File: config.mk
export PLATFORM = sky130hd
export DESIGN_NAME = pdm_cic_decim
export DESIGN_NICKNAME = d
export VERILOG_FILES = /design/src/rtl/pdm_cic_decim.sv
export SDC_FILE = /design/constraint.sdc
export NUM_CORES = 1
export LEC_CHECK = 0
export ABC_AREA = 1
export BUFFER_PORTS_ARGS = -buffer_cell sky130_fd_sc_hd__buf_2
export CAP_MARGIN = 20
export CORE_AREA = 2 2 212 194
export CTS_CLUSTER_DIAMETER = 50
export DETAILED_ROUTE_END_ITERATION = 16
export DIE_AREA = 0 0 214 196
export PLACE_DENSITY = 0.74
export SYNTH_ARGS = -nofsm -noshare
export SYNTH_HDL_FRONTEND = slang
export SYNTH_SLANG_ARGS = --single-unit
File: constraint.sdc
create_clock -name clk -period 6.4 [get_ports clk]
set_clock_uncertainty 0.05 [all_clocks]
set_input_delay 0.64 -clock clk [delete_from_list [all_inputs] [get_ports clk]]
set_output_delay 0.64 -clock clk [all_outputs]
set_load 0.01 [all_outputs]
File: src/rtl/pdm_cic_decim.sv
// -----------------------------------------------------------------------------
// pdm_cic_decim
//   PDM microphone front end: generates the microphone bit clock, captures the
//   PDM bitstream once per bit-clock period, and decimates it to signed PCM with
//   a 4th-order CIC (4 integrators at the bit rate, decimate by DECIM, 4 combs
//   at the sample rate), followed by scaling and saturation to DATA_WIDTH.
//
// Ports
//   clk          in   system clock, rising edge
//   rst          in   synchronous active-high reset (wins over en)
//   en           in   run enable; low holds the block idle/cleared (sample holds)
//   pdm_clk      out  microphone bit clock, period 2*PDM_DIV clk cycles
//   pdm_data     in   microphone PDM bitstream
//   sample       out  signed PCM sample, DATA_WIDTH bits
//   sample_valid out  one-cycle strobe when sample updates
// -----------------------------------------------------------------------------
module pdm_cic_decim #(
    parameter int CLK_FREQ    = 44000000,
    parameter int SAMPLE_RATE = 34375,
    parameter int DECIM       = 64,
    parameter int DATA_WIDTH  = 16
) (
    input  logic                  clk,
    input  logic                  rst,
    input  logic                  en,
    output logic                  pdm_clk,
    input  logic                  pdm_data,
    output logic [DATA_WIDTH-1:0] sample,
    output logic                  sample_valid
);

    localparam int PDM_DIV = CLK_FREQ / (2 * SAMPLE_RATE * DECIM);
    localparam int DIV_W   = (PDM_DIV > 1) ? $clog2(PDM_DIV) : 1;
    localparam int LOG2D   = $clog2(DECIM);
    localparam int W       = 2 + 4 * LOG2D;
    localparam int SHIFT   = 4 * LOG2D + 1 - DATA_WIDTH;
    localparam int ORDER   = 4;
    localparam int SETTLE  = 4;

    localparam logic signed [W-1:0] SAT_MAX = W'((1 << (DATA_WIDTH - 1)) - 1);
    localparam logic signed [W-1:0] SAT_MIN = -W'(1 << (DATA_WIDTH - 1));

    // Bit-clock divider and capture
    logic [DIV_W-1:0] div_q, div_d;
    logic             pdm_clk_q, pdm_clk_d;
    logic             capture;

    // Frame / settle bookkeeping
    logic [LOG2D-1:0] frame_q, frame_d;
    logic             frame_close;
    logic [2:0]       settle_q, settle_d;

    // CIC state
    logic signed [W-1:0] integ_q [ORDER];
    logic signed [W-1:0] integ_d [ORDER];
    logic signed [W-1:0] dly_q   [ORDER];
    logic signed [W-1:0] dly_d   [ORDER];
    logic signed [W-1:0] comb_out_q, comb_out_d;
    logic signed [W-1:0] x;
    logic signed [W-1:0] acc;
    logic signed [W-1:0] shifted;

    // comb_go: frame closed last cycle, run the combs.
    // vld_pipe[0]: closed frame is past settling; vld_pipe[1]: comb result ready.
    logic       comb_go_q, comb_go_d;
    logic [1:0] vld_pipe_q, vld_pipe_d;

    logic [DATA_WIDTH-1:0] sample_q, sample_d;
    logic                  sample_valid_q, sample_valid_d;

    always_comb begin
        div_d       = div_q;
        pdm_clk_d   = pdm_clk_q;
        capture     = 1'b0;
        frame_d     = frame_q;
        frame_close = 1'b0;
        settle_d    = settle_q;
        comb_out_d  = comb_out_q;
        x           = pdm_data ? {{(W-1){1'b0}}, 1'b1} : {W{1'b1}};
        acc         = '0;
        shifted     = '0;
        sample_d    = sample_q;
        for (int i = 0; i < ORDER; i++) begin
            integ_d[i] = integ_q[i];
            dly_d[i]   = dly_q[i];
        end

        // Toggle every PDM_DIV cycles; the 0->1 toggle is the capture edge.
        if (div_q == DIV_W'(PDM_DIV - 1)) begin
            div_d     = '0;
            pdm_clk_d = !pdm_clk_q;
            capture   = !pdm_clk_q;
        end else begin
            div_d = div_q + DIV_W'(1);
        end

        // Integrators chained within one capture so the cascade adds no
        // extra bit-rate delay.
        if (capture) begin
            acc = x;
            for (int i = 0; i < ORDER; i++) begin
                integ_d[i] = integ_q[i] + acc;
                acc        = integ_d[i];
            end
            if (frame_q == LOG2D'(DECIM - 1)) begin
                frame_d     = '0;
                frame_close = 1'b1;
            end else begin
                frame_d = frame_q + LOG2D'(1);
            end
        end

        if (frame_close && settle_q != 3'(SETTLE))
            settle_d = settle_q + 3'd1;

        comb_go_d     = frame_close;
        vld_pipe_d[0] = frame_close && (settle_q == 3'(SETTLE));
        vld_pipe_d[1] = vld_pipe_q[0];

        // Combs run on the cycle after the close; the last integrator is
        // stable then because captures are at least 2 cycles apart.
        if (comb_go_q) begin
            acc = integ_q[ORDER-1];
            for (int i = 0; i < ORDER; i++) begin
                dly_d[i] = acc;
                acc      = acc - dly_q[i];
            end
            comb_out_d = acc;
        end

        shifted = comb_out_q >>> SHIFT;
        if (vld_pipe_q[1]) begin
            if (shifted > SAT_MAX)
                sample_d = SAT_MAX[DATA_WIDTH-1:0];
            else if (shifted < SAT_MIN)
                sample_d = SAT_MIN[DATA_WIDTH-1:0];
            else
                sample_d = shifted[DATA_WIDTH-1:0];
        end
        sample_valid_d = vld_pipe_q[1];
    end

    always_ff @(posedge clk) begin
        if (rst || !en) begin
            div_q          <= '0;
            pdm_clk_q      <= 1'b0;
            frame_q        <= '0;
            settle_q       <= '0;
            comb_out_q     <= '0;
            comb_go_q      <= 1'b0;
            vld_pipe_q     <= '0;   // drops any sample still in the comb pipe
            sample_valid_q <= 1'b0;
            for (int i = 0; i < ORDER; i++) begin
                integ_q[i] <= '0;
                dly_q[i]   <= '0;
            end
            if (rst)
                sample_q <= '0;     // en low alone keeps the last sample
        end else begin
            div_q          <= div_d;
            pdm_clk_q      <= pdm_clk_d;
            frame_q        <= frame_d;
            settle_q       <= settle_d;
            comb_out_q     <= comb_out_d;
            comb_go_q      <= comb_go_d;
            vld_pipe_q     <= vld_pipe_d;
            sample_q       <= sample_d;
            sample_valid_q <= sample_valid_d;
            for (int i = 0; i < ORDER; i++) begin
                integ_q[i] <= integ_d[i];
                dly_q[i]   <= dly_d[i];
            end
        end
    end

    assign pdm_clk      = pdm_clk_q;
    assign sample       = sample_q;
    assign sample_valid = sample_valid_q;

endmodule

# Yosys cells after proc, flatten, opt, wreduce, memory -nomap -nowiden
# Memory sizes are Yosys's and may differ from the RTL's.
# Cells that the tools add are included.
# op_classes
add_sub_neg	11
order_cmp	2
n_eq_ne	5
n_mux	23
n_bitwise	8
reduce_logical	8
# op_table
cell	n
two-way mux 26 bit	9
two-way mux 104 bit	2
adder 26 bit	4
subtractor 26 bit	4
two-way mux 16 bit	5
greater-than comparator 17 x 16 -> 1 bit (second input constant)	1
less-than comparator 17 x 16 -> 1 bit (second input constant)	1
OR 1 bit	8
adder 6 x 1 -> 6 bit (second input constant)	1
equality test 6 bit (second input constant)	1
two-way mux 1 bit	6
two-way mux 6 bit	1
adder 4 x 1 -> 4 bit (second input constant)	1
equality test 4 bit (second input constant)	1
adder 3 x 1 -> 3 bit (second input constant)	1
equality test 3 bit (second input constant)	1
!= test 3 bit (second input constant)	1
logical AND 1 bit	2
zero test 1 bit	2
!= test 2 bit (second input constant)	1
AND reduction 2 bit	1
nonzero test 2 bit	1
OR reduction 2 bit	1
logical OR 1 bit	1
# totals
ff_bits	60
ram_bits	208
inputBits	4
out_inout_bits	18
elab_cells	68
mem_count	2
# mem_list
memory	words	word_bits	rd	rd_ports_with_merged_regs	write_ports	line	text
dly_q	4	26	4	0	4	56	logic signed [W-1:0] dly_q [ORDER];
integ_q	4	26	4	0	4	54	logic signed [W-1:0] integ_q [ORDER];

# Longest topological paths before layout
# Gate-level depths: netlist of run 1.
# logic_depth
depth_word	7
depth_mapped	41
mapped_depth_nobuf	41

# Least setup slack after synthesis of run 1
# OpenSTA, ideal clock, no wires.
# synth_path
path_kind	input to register
from	input pdm_data
to	memory integ_q[3][25] in the netlist's numbering
setup_time_ns	0.110
arrival_time_ns	6.223
required_ns	6.240
path_slack_ns	0.017
stages	35
path_buffers	0
path_cell_list	inv_1 -> ha_1 -> a21oi_1 -> nand2_1 -> a21oi_2 -> o21ai_1 -> a21boi_1 -> o21ai_1 -> a21boi_1 -> xnor2_1 -> ha_1 -> nand3_1 -> nor3_1 -> a21oi_2 -> o21ai_1 -> nand3_1 -> nand2_1 -> xor2_1 -> ha_1 -> a21oi_1 -> inv_1 -> a31oi_1 -> a21boi_0 -> xor2_1 -> ha_1 -> a21oi_1 -> o21a_1 -> nor4_1 -> a211oi_1 -> nand3_1 -> nand3b_1 -> nand3_1 -> nand2_1 -> inv_1 -> nor2_1
# synth_lines
item	line	text
start, declared	27	input logic pdm_data,
end, declared	54	

==> impl_metrics.tcl, run 1 <==
set metrics [dict create \
    outcome "completed" \
    place_congestion 0.9476 \
    setup_violations 0 \
    htreeDepth 2 \
    start_kind "input port" \
    num_rows 70 \
    hold_class "reg2reg" \
    ir_drop_v 0.0001780 \
    crit_fanout 7 \
    synth_ff_type "dfxtp_1" \
    period_share_pct 96.19 \
    synth_edf_count 16 \
    fin_nets 3309 \
    worst_slack_ns 0.2440 \
    hpwl_um 38610 \
    ant_nets 0 \
    whs_path_depth 2 \
    avgSynthCellArea_sq_um 6.863 \
    tightest_slew_ns 0.9794 \
    clock.fmax_ghz 0.1624 \
    synthArstFlopShare_pct 0 \
    seqCellArea_sq_um 5351 \
    yosys-top-cells-area "dfxtp_1 (25%), ha_1 (13%), inv_1 (9.6%)" \
    final_util_pct 61.56 \
    clk_path_buf_depth 3 \
    fp.dieH_um 196 \
    area_growth_syn_to_layout_pct 24.84 \
    grt_util_met3_pct 4.217 \
    worstSkewPairLatency_ns 0.54 \
    worstPathRequired_ns 6.79 \
    core_area_sq_um 39850 \
    cp.arrival_ns 6.54 \
    synth_top_cell_by_area "dfxtp_1" \
    netlist_area_sq_um 19650 \
    synth_warnings 0 \
    dp_slack_ns -0.4014 \
    synthDominantCellAreaShare_pct 24.76 \
    ys_ff_latch 259 \
    floorplan.initialDensity_pct 49.31 \
    multiInputGateArea_sq_um 13310 \
    grt_use_met2_pct 36.75 \
    crit_type "in2reg" \
    dieArea_sq_um 41940 \
    wl_per_cell_um 14.63 \
    drt-initial-drc-count 1298 \
    antenna_found_initial 0 \
    clockRootBuffer "clkbuf_16" \
    drc 0 \
    grt_pass1_wl_um 85240 \
    grt_pass1_vias 17783 \
    slew_violations 0 \
    synthTopCellsByCount "inv_1 (505), nand2_1 (393), a21oi_1 (342), nor2_1 (269), o21ai_0 (247)" \
    die_width_um 214 \
    numCtsBuffers 40 \
    grt.busiest_layer "met2" \
    via_count 19255 \
    final.fill_count 3498 \
    min_period_ns 6.156 \
    hold_buffers 0 \
    power_mw 4.105 \
    relSlewSlack_pct 34.71 \
    post_drt_via_cell_ratio 5.264 \
    grt_max_degree 93 \
    n_antenna_cell 0 \
    firstDrtPassIters 6 \
    seq_area_frac_synth_pct 27.20 \
    clock-sinks 259 \
    clkTransAtPathRegs_ns 0.05 \
    maxCapViolations 0 \
    yosysMostFrequentCell "inv_1" \
    drive_above_1_share_pct 19.24 \
    globalRouteTotalUtil_pct 24.18 \
    hold_viol_final 0 \
    pin_count 22 \
    ff2ff_path_depth 38 \
    gr-usage-met1_pct 35.00 \
    leakagePower_nw 12.57 \
    netlist_instances 2863 \
    worstSetupEndpointType "register" \
    syn_nets 3082 \
    fin_hold_ws_ns 0.3608 \
    power_density_nw_per_um2 167.4 \
    slowest_stage "ha_1" \
    drt-total-wl_um 53510 \
    synth.distinct_cells 54 \
    io_buffers 21 \
    cts_tree "yes" \
    gr-total-overflow 0 \
    critPathMaxStageDelay_ns 0.35 \
]
[where the power goes]
part / internal (mW) / total, mW / switching, mW
clock: 1.39 / 2.20 / 0.813
sequential: 1.63 / 1.63 / 0.00136
combinational: 0.110 / 0.271 / 0.161
total: 3.13 / 4.11 / 0.975
[sequential cells by signal (all words and copies together) (netlist names)]
register      flops
dly_q           104
integ_q         104
comb_out_q       17
sample           16
frame_q           6
div_q             4
settle_q          3
vld_pipe_q        2
comb_go_q         1
pdm_clk           1
sample_valid      1
[path summary, 6_finish.rpt]
kind                                     from  slack (ns)             end
worst max-delay path                 pdm_data        0.24  integ_q[3][25]
worst min-delay path            vld_pipe_q[0]        0.36   vld_pipe_q[1]
worst min register to register  vld_pipe_q[0]        0.36   vld_pipe_q[1]
worst max register to register  integ_q[3][0]        0.31  comb_out_q[24]
[cell type report]
| class | count | share of cell area, % |
|---|---|---|
| Timing Repair Buffer | 263 | 7.957 |
| Clock inverter | 23 | 1.092 |
| Clock buffer | 47 | 4.315 |
| Inverter | 509 | 7.824 |
| Tap cell | 540 | 2.754 |
| Sequential cell | 259 | 21.81 |
| Multi-Input combinational cell | 2017 | 54.24 |
[through the flow]
stage	instance area (sq um)	std cells	setup TNS (ns)
after global routing	24530	3658	-0.4866
after floorplan	19650	2863	0
after global placement	21770	3562	-0.7926
after detailed placement	21770	3562	-1.791
after CTS	23110	3632	0
final	24530	3658	0
[repair_timing]
item / CTS / global route
endpoints found under the setup margin: 2 / 24
pin swaps: 0 / 83
resized for setup: 2 / 245
hold endpoints to repair: 0 / 0
setup buffers: 0 / 26
[cells by family (layout without fill, tap and decap cells)]
group | count (synthesis) | count (layout) | synth area share (%)
compound gates | 764 | 764 | 21.54
xor+xnor | 161 | 161 | 7.176
fa+ha+maj | 215 | 215 | 13.96
buf+inv | 587 | 842 | 11.28
flops | 259 | 259 | 27.20
simple gates | 877 | 877 | 18.85
[cell usage in the layout (no fill, tap or decap), types with 22 or more instances in the layout]
cell type  synthesis  layout
o21ai_0          247     237
dfxtp_1          243     240
a21oi_1          342     299
nor2_1           269     266
nand3_2            8      22
inv_1            505     497
buf_4              1     238
nand2_2           11      33
clkbuf_16          0      41
nand3_1          124     109
a21oi_2           16      56
xnor2_1           54      48
nand2_1          393     371
xor2_1           107      80
xor2_2             0      24
ha_1             208     180
o21ai_1           36      33
[metal layers]
metal	wire length, um	up-vias
li1	-	9872
met1	26060	8872
met2	23310	440
met3	3003	71
met4	1136	0
met5	0	-
[critical path, delay by kind of cell]
family	cells	cell delay, ns
buf+inv	7	0.92
fa+ha+maj	4	1.16
xor+xnor	3	0.55
simple gates	11	1.13
compound gates	13	2.14
(Power assumes the default switching activity.)
==> run 2, diff against run 1 <==
==> config.mk (replaced) <==
export PLATFORM = sky130hd
export DESIGN_NAME = pdm_cic_decim
export DESIGN_NICKNAME = d
export VERILOG_FILES = /design/src/rtl/pdm_cic_decim.sv
export SDC_FILE = /design/constraint.sdc
export NUM_CORES = 1
export LEC_CHECK = 0
export BUFFER_PORTS_ARGS = -buffer_cell sky130_fd_sc_hd__buf_2
export CAP_MARGIN = 20
export CORE_AREA = 2 2 205 187
export CTS_CLUSTER_DIAMETER = 50
export DETAILED_ROUTE_END_ITERATION = 16
export DIE_AREA = 0 0 207 189
export GPL_ROUTABILITY_DRIVEN = 0
export PLACE_DENSITY = 0.75
export SETUP_SLACK_MARGIN = 0.02
export SYNTH_ARGS = -nofsm -noshare
export SYNTH_HDL_FRONTEND = slang
export SYNTH_SLANG_ARGS = --single-unit
==> run 2 against run 1 <==
The run now ends with setup timing left. Global-route usage is 1.0 points lower. Cell count down 12%. Count of clock-buffer cells in the layout is 4 lower. Via count is 8.7% lower. Critical path type is now reg2reg.
==> impl_metrics.tcl, run 2 <==
set metrics [dict create \
    synthDominantCellAreaShare_pct 26.55 \
    grt_pass1_wl_um 78740 \
    clock.fmax_ghz 0.1386 \
    yosysMostFrequentCell "nor2_1" \
    cts_tree "yes" \
    core_area_sq_um 36890 \
    min_from "vld_pipe_q[0]" \
    netlist_instances 2270 \
    synth_top_family_by_area "compound AO/OA/AOI/OAI gates" \
    grt_pass1_vias 17492 \
    final_util_pct 66.30 \
    crit_start "integ_q[3][1]" \
    io_buffers 21 \
    via_count 17589 \
    reg_top3 "dly_q x104, integ_q x104, comb_out_q x17" \
    grt_use_met2_pct 42.04 \
    placed_cells 3082 \
    worstSetupEndpointType "register" \
    clk_path_buf_depth 3 \
    worstReg2RegStart "integ_q[3][1]" \
    post_drt_via_cell_ratio 5.462 \
    crit_type "reg2reg" \
    path_common_cell "a21oi_2" \
    final_common_cell "buf_4" \
    area_growth_syn_to_layout_pct 33.48 \
    floorplan.initialDensity_pct 49.67 \
    whs_path_depth 1 \
    globalRouteTotalUtil_pct 23.18 \
    syn_nets 2489 \
    ys_ff_latch 259 \
    critPathMaxStageDelay_ns 0.39 \
    netlist_area_sq_um 18320 \
    hpwl_um 31670 \
    gr-total-overflow 0 \
    hold_class "reg2reg" \
    grt_max_degree 133 \
    ir_drop_v 0.0001330 \
    yosys.area_share.simple_pct 16.45 \
    ant_nets 0 \
    wl_per_cell_um 15.17 \
    synth_top_cell_by_area "dfxtp_1" \
    pin_count 22 \
    grt.busiest_layer "met2" \
    setup_violations 17 \
    rsz0062_at_grt "yes" \
    muxShareOfSynthArea_pct 5.579 \
    seq_area_frac_synth_pct 29.17 \
    final-instance-count-excl-fill 3220 \
    layout_common_cells "buf_4 (450), nor2_1 (262), nand2_1 (238), dfxtp_1 (237), ha_1 (196)" \
    avgSynthCellArea_sq_um 8.071 \
    crit_fanout 4 \
    drc 0 \
    tightest_slew_ns 0.9347 \
    clockRootBuffer "clkbuf_16" \
    numCtsBuffers 36 \
    ff2ff_path_depth 38 \
    firstDrtPassIters 5 \
    relSlewSlack_pct 37.69 \
    synthTopCellsByCount "nor2_1 (271), dfxtp_1 (243), nand2_1 (241), a21oi_1 (231), ha_1 (208)" \
    slew_violations 0 \
    worstSkewPairLatency_ns 0.52 \
    die_width_um 207 \
    synth.distinct_cells 73 \
    violations "setup timing" \
    synth_ff_type "dfxtp_1" \
    final.fill_count 2669 \
    synth-xor-area-share_pct 8.803 \
    grt_util_met3_pct 3.317 \
    antenna_found_initial 0 \
    drt-initial-drc-count 1164 \
    drive_above_1_share_pct 27.37 \
    dieArea_sq_um 39120 \
    power_density_nw_per_um2 160.1 \
    hold_viol_final 0 \
    min_period_ns 7.215 \
    n_antenna_cell 0 \
    htreeDepth 2 \
    hold_buffers 0 \
    yosys-top-cells-area "dfxtp_1 (27%), ha_1 (14%), a21oi_1 (6.3%)" \
    outcome "finished with violations" \
    drt-total-wl_um 48840 \
    gr-usage-met1_pct 28.29 \
    synth_edf_count 16 \
    rr_endpoint "comb_out_q[25]" \
    clkTransAtPathRegs_ns 0.06 \
    start_kind "register" \
    synthAdderAreaFrac_pct 14.97 \
    period_share_pct 112.7 \
    worstPathRequired_ns 6.72 \
    slowest_stage "fa_2" \
    maxCapViolations 0 \
    cp.arrival_ns 7.53 \
    synth_warnings 0 \
    clock-sinks 259 \
    reg2reg_slack_ns -0.81 \
    holdPathEnd "vld_pipe_q[1]" \
    num_rows 67 \
    worst_slack_ns -0.8147 \
    fin_nets 2933 \
    fp.dieH_um 189 \
    synthArstFlopShare_pct 0 \
    synth_compound_area_share_pct 19.92 \
    leakagePower_nw 10.61 \
]
==> run 2: cell types whose count changed after synthesis, sizes merged, moves of 54 or more <==
cell   previous run  this run
inv             507       169
o21ai           289        84
a21o             16        70
nand3           133        30
xnor2            54       128
xor2            107        51
a21oi           358       233
nand2           404       241
mux2i             0       101
==> run 2: final cells by class <==
| type | instances | area, sq um | share of cell area, % |
|---|---|---|---|
| clock buffers | 43 | 958.4 | 3.919 |
| clock inverters | 18 | 235.2 | 0.9618 |
| inverters | 169 | 638.1 | 2.609 |
| multi-input cells | 1765 | 13030 | 53.26 |
| flip-flops and latches | 259 | 5358 | 21.91 |
| well taps | 483 | 604.3 | 2.471 |
| repair buffers | 483 | 3637 | 14.87 |
==> run 2: metal layers <==
layer  vias up  share of wire [%]
li1       8780                  -
met1      8358                 43
met2       334                 51
met3       117                3.7
met4         0                2.8
met5         -                  0
==> run 2: stage by stage <==
| stage | hold slack, ns | TNS [ns] | power [mW] | setup WS, ns | instance area, sq um |
|---|---|---|---|---|---|
| finish | 0.3858 | -5.316 | 3.916 | -0.8147 | 24460 |
| global route | 0.4127 | -11.38 | 4.034 | -1.167 | 24460 |
| CTS | 0.3874 | -3.486 | 3.921 | -0.7035 | 23670 |
| detailed placement | 0.3731 | -11.72 | 1.891 | -1.176 | 21800 |
| global placement | 0.3685 | -6.732 | 1.884 | -0.9597 | 21800 |
| floorplan | 0.3557 | -2.651 | 1.803 | -0.5964 | 18470 |
==> run 2: power breakdown <==
group	switching, mW	total [mW]	internal, mW
clock network	0.761	2.03	1.27
logic	0.137	0.250	0.113
registers	0.00219	1.63	1.63
==> run 2: how the worst max path moves through the flow <==
stage | slack (ns) | to | depth (start not counted)
finish | -0.81 | comb_out_q[25] | 38
global route | -1.17 | comb_out_q[25] | 38
floorplan | -0.60 | integ_q[3][25] | 33
CTS | -0.70 | comb_out_q[25] | 37
global placement | -0.96 | integ_q[3][25] | 36
detailed placement | -1.18 | integ_q[3][25] | 36
==> run 2: worst max-delay path: cells and delay by family (launching register included) <==
family,cells,cell delay [ns]
and+or+nand+nor,7,0.93
buffers and inverters,4,0.62
xor gates and xnor gates,5,0.80
DFF,1,0.36
muxes,1,0.14
adders and majority gates,4,1.21
AOI/OAI and AO/OA,17,2.94
==> run 2: cell families after synthesis <==
| group | after synthesis |
|---|---|
| DFF | 259 |
| muxes | 102 |
| and+or+nand+nor | 692 |
| xor gates and xnor gates | 181 |
| AOI/OAI and AO/OA | 575 |
| adders and majority gates | 215 |
| buffers and inverters | 246 |
==> run 2: timing repair <==
action                     4_1_cts  5_1_grt
cloned                           0        0
gates resized for setup         90      108
setup endpoints to repair       18       31
setup buffers                   40       37
pin swaps                      130      132
==> run 3, diff against run 2 <==
==> constraint.sdc (replaced) <==
create_clock -name clk -period 6.5 [get_ports clk]
set_clock_uncertainty 0.05 [all_clocks]
set_input_delay 0.65 -clock clk [delete_from_list [all_inputs] [get_ports clk]]
set_output_delay 0.65 -clock clk [all_outputs]
set_load 0.01 [all_outputs]
==> run 3 against run 2 <==
The run still ends with setup timing left. Via count grew 0.31%. Register-to-register slack better by 0.13 ns. Cell count down 0.56%. Hold slack about the same. Die area unchanged. Critical endpoint unchanged. Largest cell class unchanged.
==> impl_metrics.tcl, run 3 (synthesis gave the netlist of run 2 again) <==
set metrics [dict create \
    outcome "finished with violations" \
    violations "setup timing" \
    path_common_cell "a21oi_2" \
    worstReg2RegStart "integ_q[3][1]" \
    layout_common_cells "buf_4 (425), nor2_1 (263), dfxtp_1 (238), nand2_1 (234), ha_1 (189)" \
    floorplan.initialDensity_pct 49.67 \
    placed_cells 3061 \
    ff2ff_path_depth 35 \
    cp.arrival_ns 7.51 \
    numCtsBuffers 37 \
    hpwl_um 30980 \
    final_common_cell "buf_4" \
    dieArea_sq_um 39120 \
    ir_drop_v 0.0001293 \
    cts_tree "yes" \
    wl_per_cell_um 15.36 \
    reg2reg_slack_ns -0.68 \
    worstSetupEndpointType "register" \
    area_growth_syn_to_layout_pct 33.66 \
    drt-total-wl_um 49180 \
    maxCapViolations 0 \
    final-instance-count-excl-fill 3202 \
    hold_viol_final 0 \
    core_area_sq_um 36890 \
    drive_above_1_share_pct 27.03 \
    worstSkewPairLatency_ns 0.52 \
    crit_buf_inv 1 \
    postLayoutCellArea_sq_um 24490 \
    rsz0062_at_grt "yes" \
    slew_violations 0 \
    tightest_slew_ns 1.012 \
    min_period_ns 7.180 \
    dp_slack_ns -0.9073 \
    switchingPower_mw 0.9308 \
    critPathMaxStageDelay_ns 0.39 \
    worst_slack_ns -0.6802 \
    relSlewSlack_pct 32.51 \
    reg_top3 "dly_q x104, integ_q x104, comb_out_q x17" \
    antenna_found_initial 0 \
    htreeDepth 2 \
    setup_violations 14 \
    switching_share_pct 23.84 \
    clk_path_buf_depth 3 \
    whs_path_depth 1 \
    rr_endpoint "comb_out_q[25]" \
    post_drt_via_cell_ratio 5.510 \
    clockRootBuffer "clkbuf_16" \
    die_width_um 207 \
    fp.dieH_um 189 \
    final_util_pct 66.39 \
    drc 0 \
    firstDrtPassIters 5 \
    p_clk_share_pct 52.4 \
    dpl_cell_area_sq_um 21640 \
    min_from "vld_pipe_q[0]" \
    pwr-share-comb_pct 6.4 \
    grt_pass1_vias 16826 \
    clock-sinks 259 \
    via_count 17643 \
    hold_class "reg2reg" \
    gr-total-overflow 0 \
    clock.fmax_ghz 0.1393 \
    io_buffers 21 \
    n_antenna_cell 0 \
    num_rows 67 \
    seqPwrFrac_pct 41.2 \
    ant_nets 0 \
    start_kind "register" \
    crit_type "reg2reg" \
    cpLargestDelayFamily "compound AO/OA/AOI/OAI gates" \
    period_share_pct 110.5 \
    grt_max_degree 162 \
    holdPathEnd "vld_pipe_q[1]" \
    hold_buffers 0 \
    globalRouteTotalUtil_pct 22.30 \
    clkTransAtPathRegs_ns 0.06 \
    slowest_stage "fa_2" \
    leakagePower_nw 10.55 \
    fin_hold_ws_ns 0.3859 \
    internal_power_mw 2.974 \
    pin_count 22 \
    power_density_nw_per_um2 159.5 \
    fin_nets 2909 \
    worstPathRequired_ns 6.83 \
    drt-initial-drc-count 1124 \
    grt_pass1_wl_um 75900 \
    crit_fanout 3 \
]
run 3: power groups by stage:
stage | Sequential (mW) | Clock [mW] | Combinational, mW
floorplan | 1.64 | 0 | 0.130
global placement | 1.64 | 0 | 0.211
detailed placement | 1.64 | 0 | 0.219
CTS | 1.61 | 2.08 | 0.228
global route | 1.61 | 2.14 | 0.270
finish | 1.61 | 2.05 | 0.250
run 3: how the worst max path moves through the flow:
stage,slack (ns),from,to,depth (start not counted)
after floorplan,-0.51,pdm_data,integ_q[3][25],33
after global placement,-0.77,pdm_data,integ_q[3][25],36
after detailed placement,-0.91,pdm_data,integ_q[3][25],36
after CTS,-0.58,integ_q[3][0],comb_out_q[25],40
after global routing,-1.09,integ_q[3][0],comb_out_q[25],37
final,-0.68,integ_q[3][1],comb_out_q[25],35
run 3: what timing repair did:
action,CTS,global route
gates resized for setup,72,144
setup buffers,35,40
endpoints found under the hold margin,0,0
setup endpoints to repair,15,27
pin swaps,87,119
run 3: area by class of cell:
| class | instances | area [sq um] |
|---|---|---|
| multi-input combinational | 1765 | 13170 |
| fill | 2672 | 12400 |
| sequential | 259 | 5356 |
| timing repair buffer | 458 | 3471 |
| clock buffer | 45 | 1028 |
| inverter | 169 | 638.1 |
| tap | 483 | 604.3 |
| clock inverter | 23 | 222.7 |
run 3: routing by layer:
metal	track usage [%]	vias to the layer above	routed length, um
met5	0	-	0
met4	6.401	0	1133
met3	2.919	101	1780
met2	40.27	371	25120
met1	27.75	8439	21150
li1	-	8732	-
run 3: through the flow:
step / setup TNS (ns) / power, mW
6_report: -3.638 / 3.905
5_1_grt: -9.634 / 4.019
4_1_cts: -2.017 / 3.914
3_5_place_dp: -9.517 / 1.862
3_3_place_gp: -5.009 / 1.853
2_1_floorplan: -1.886 / 1.775
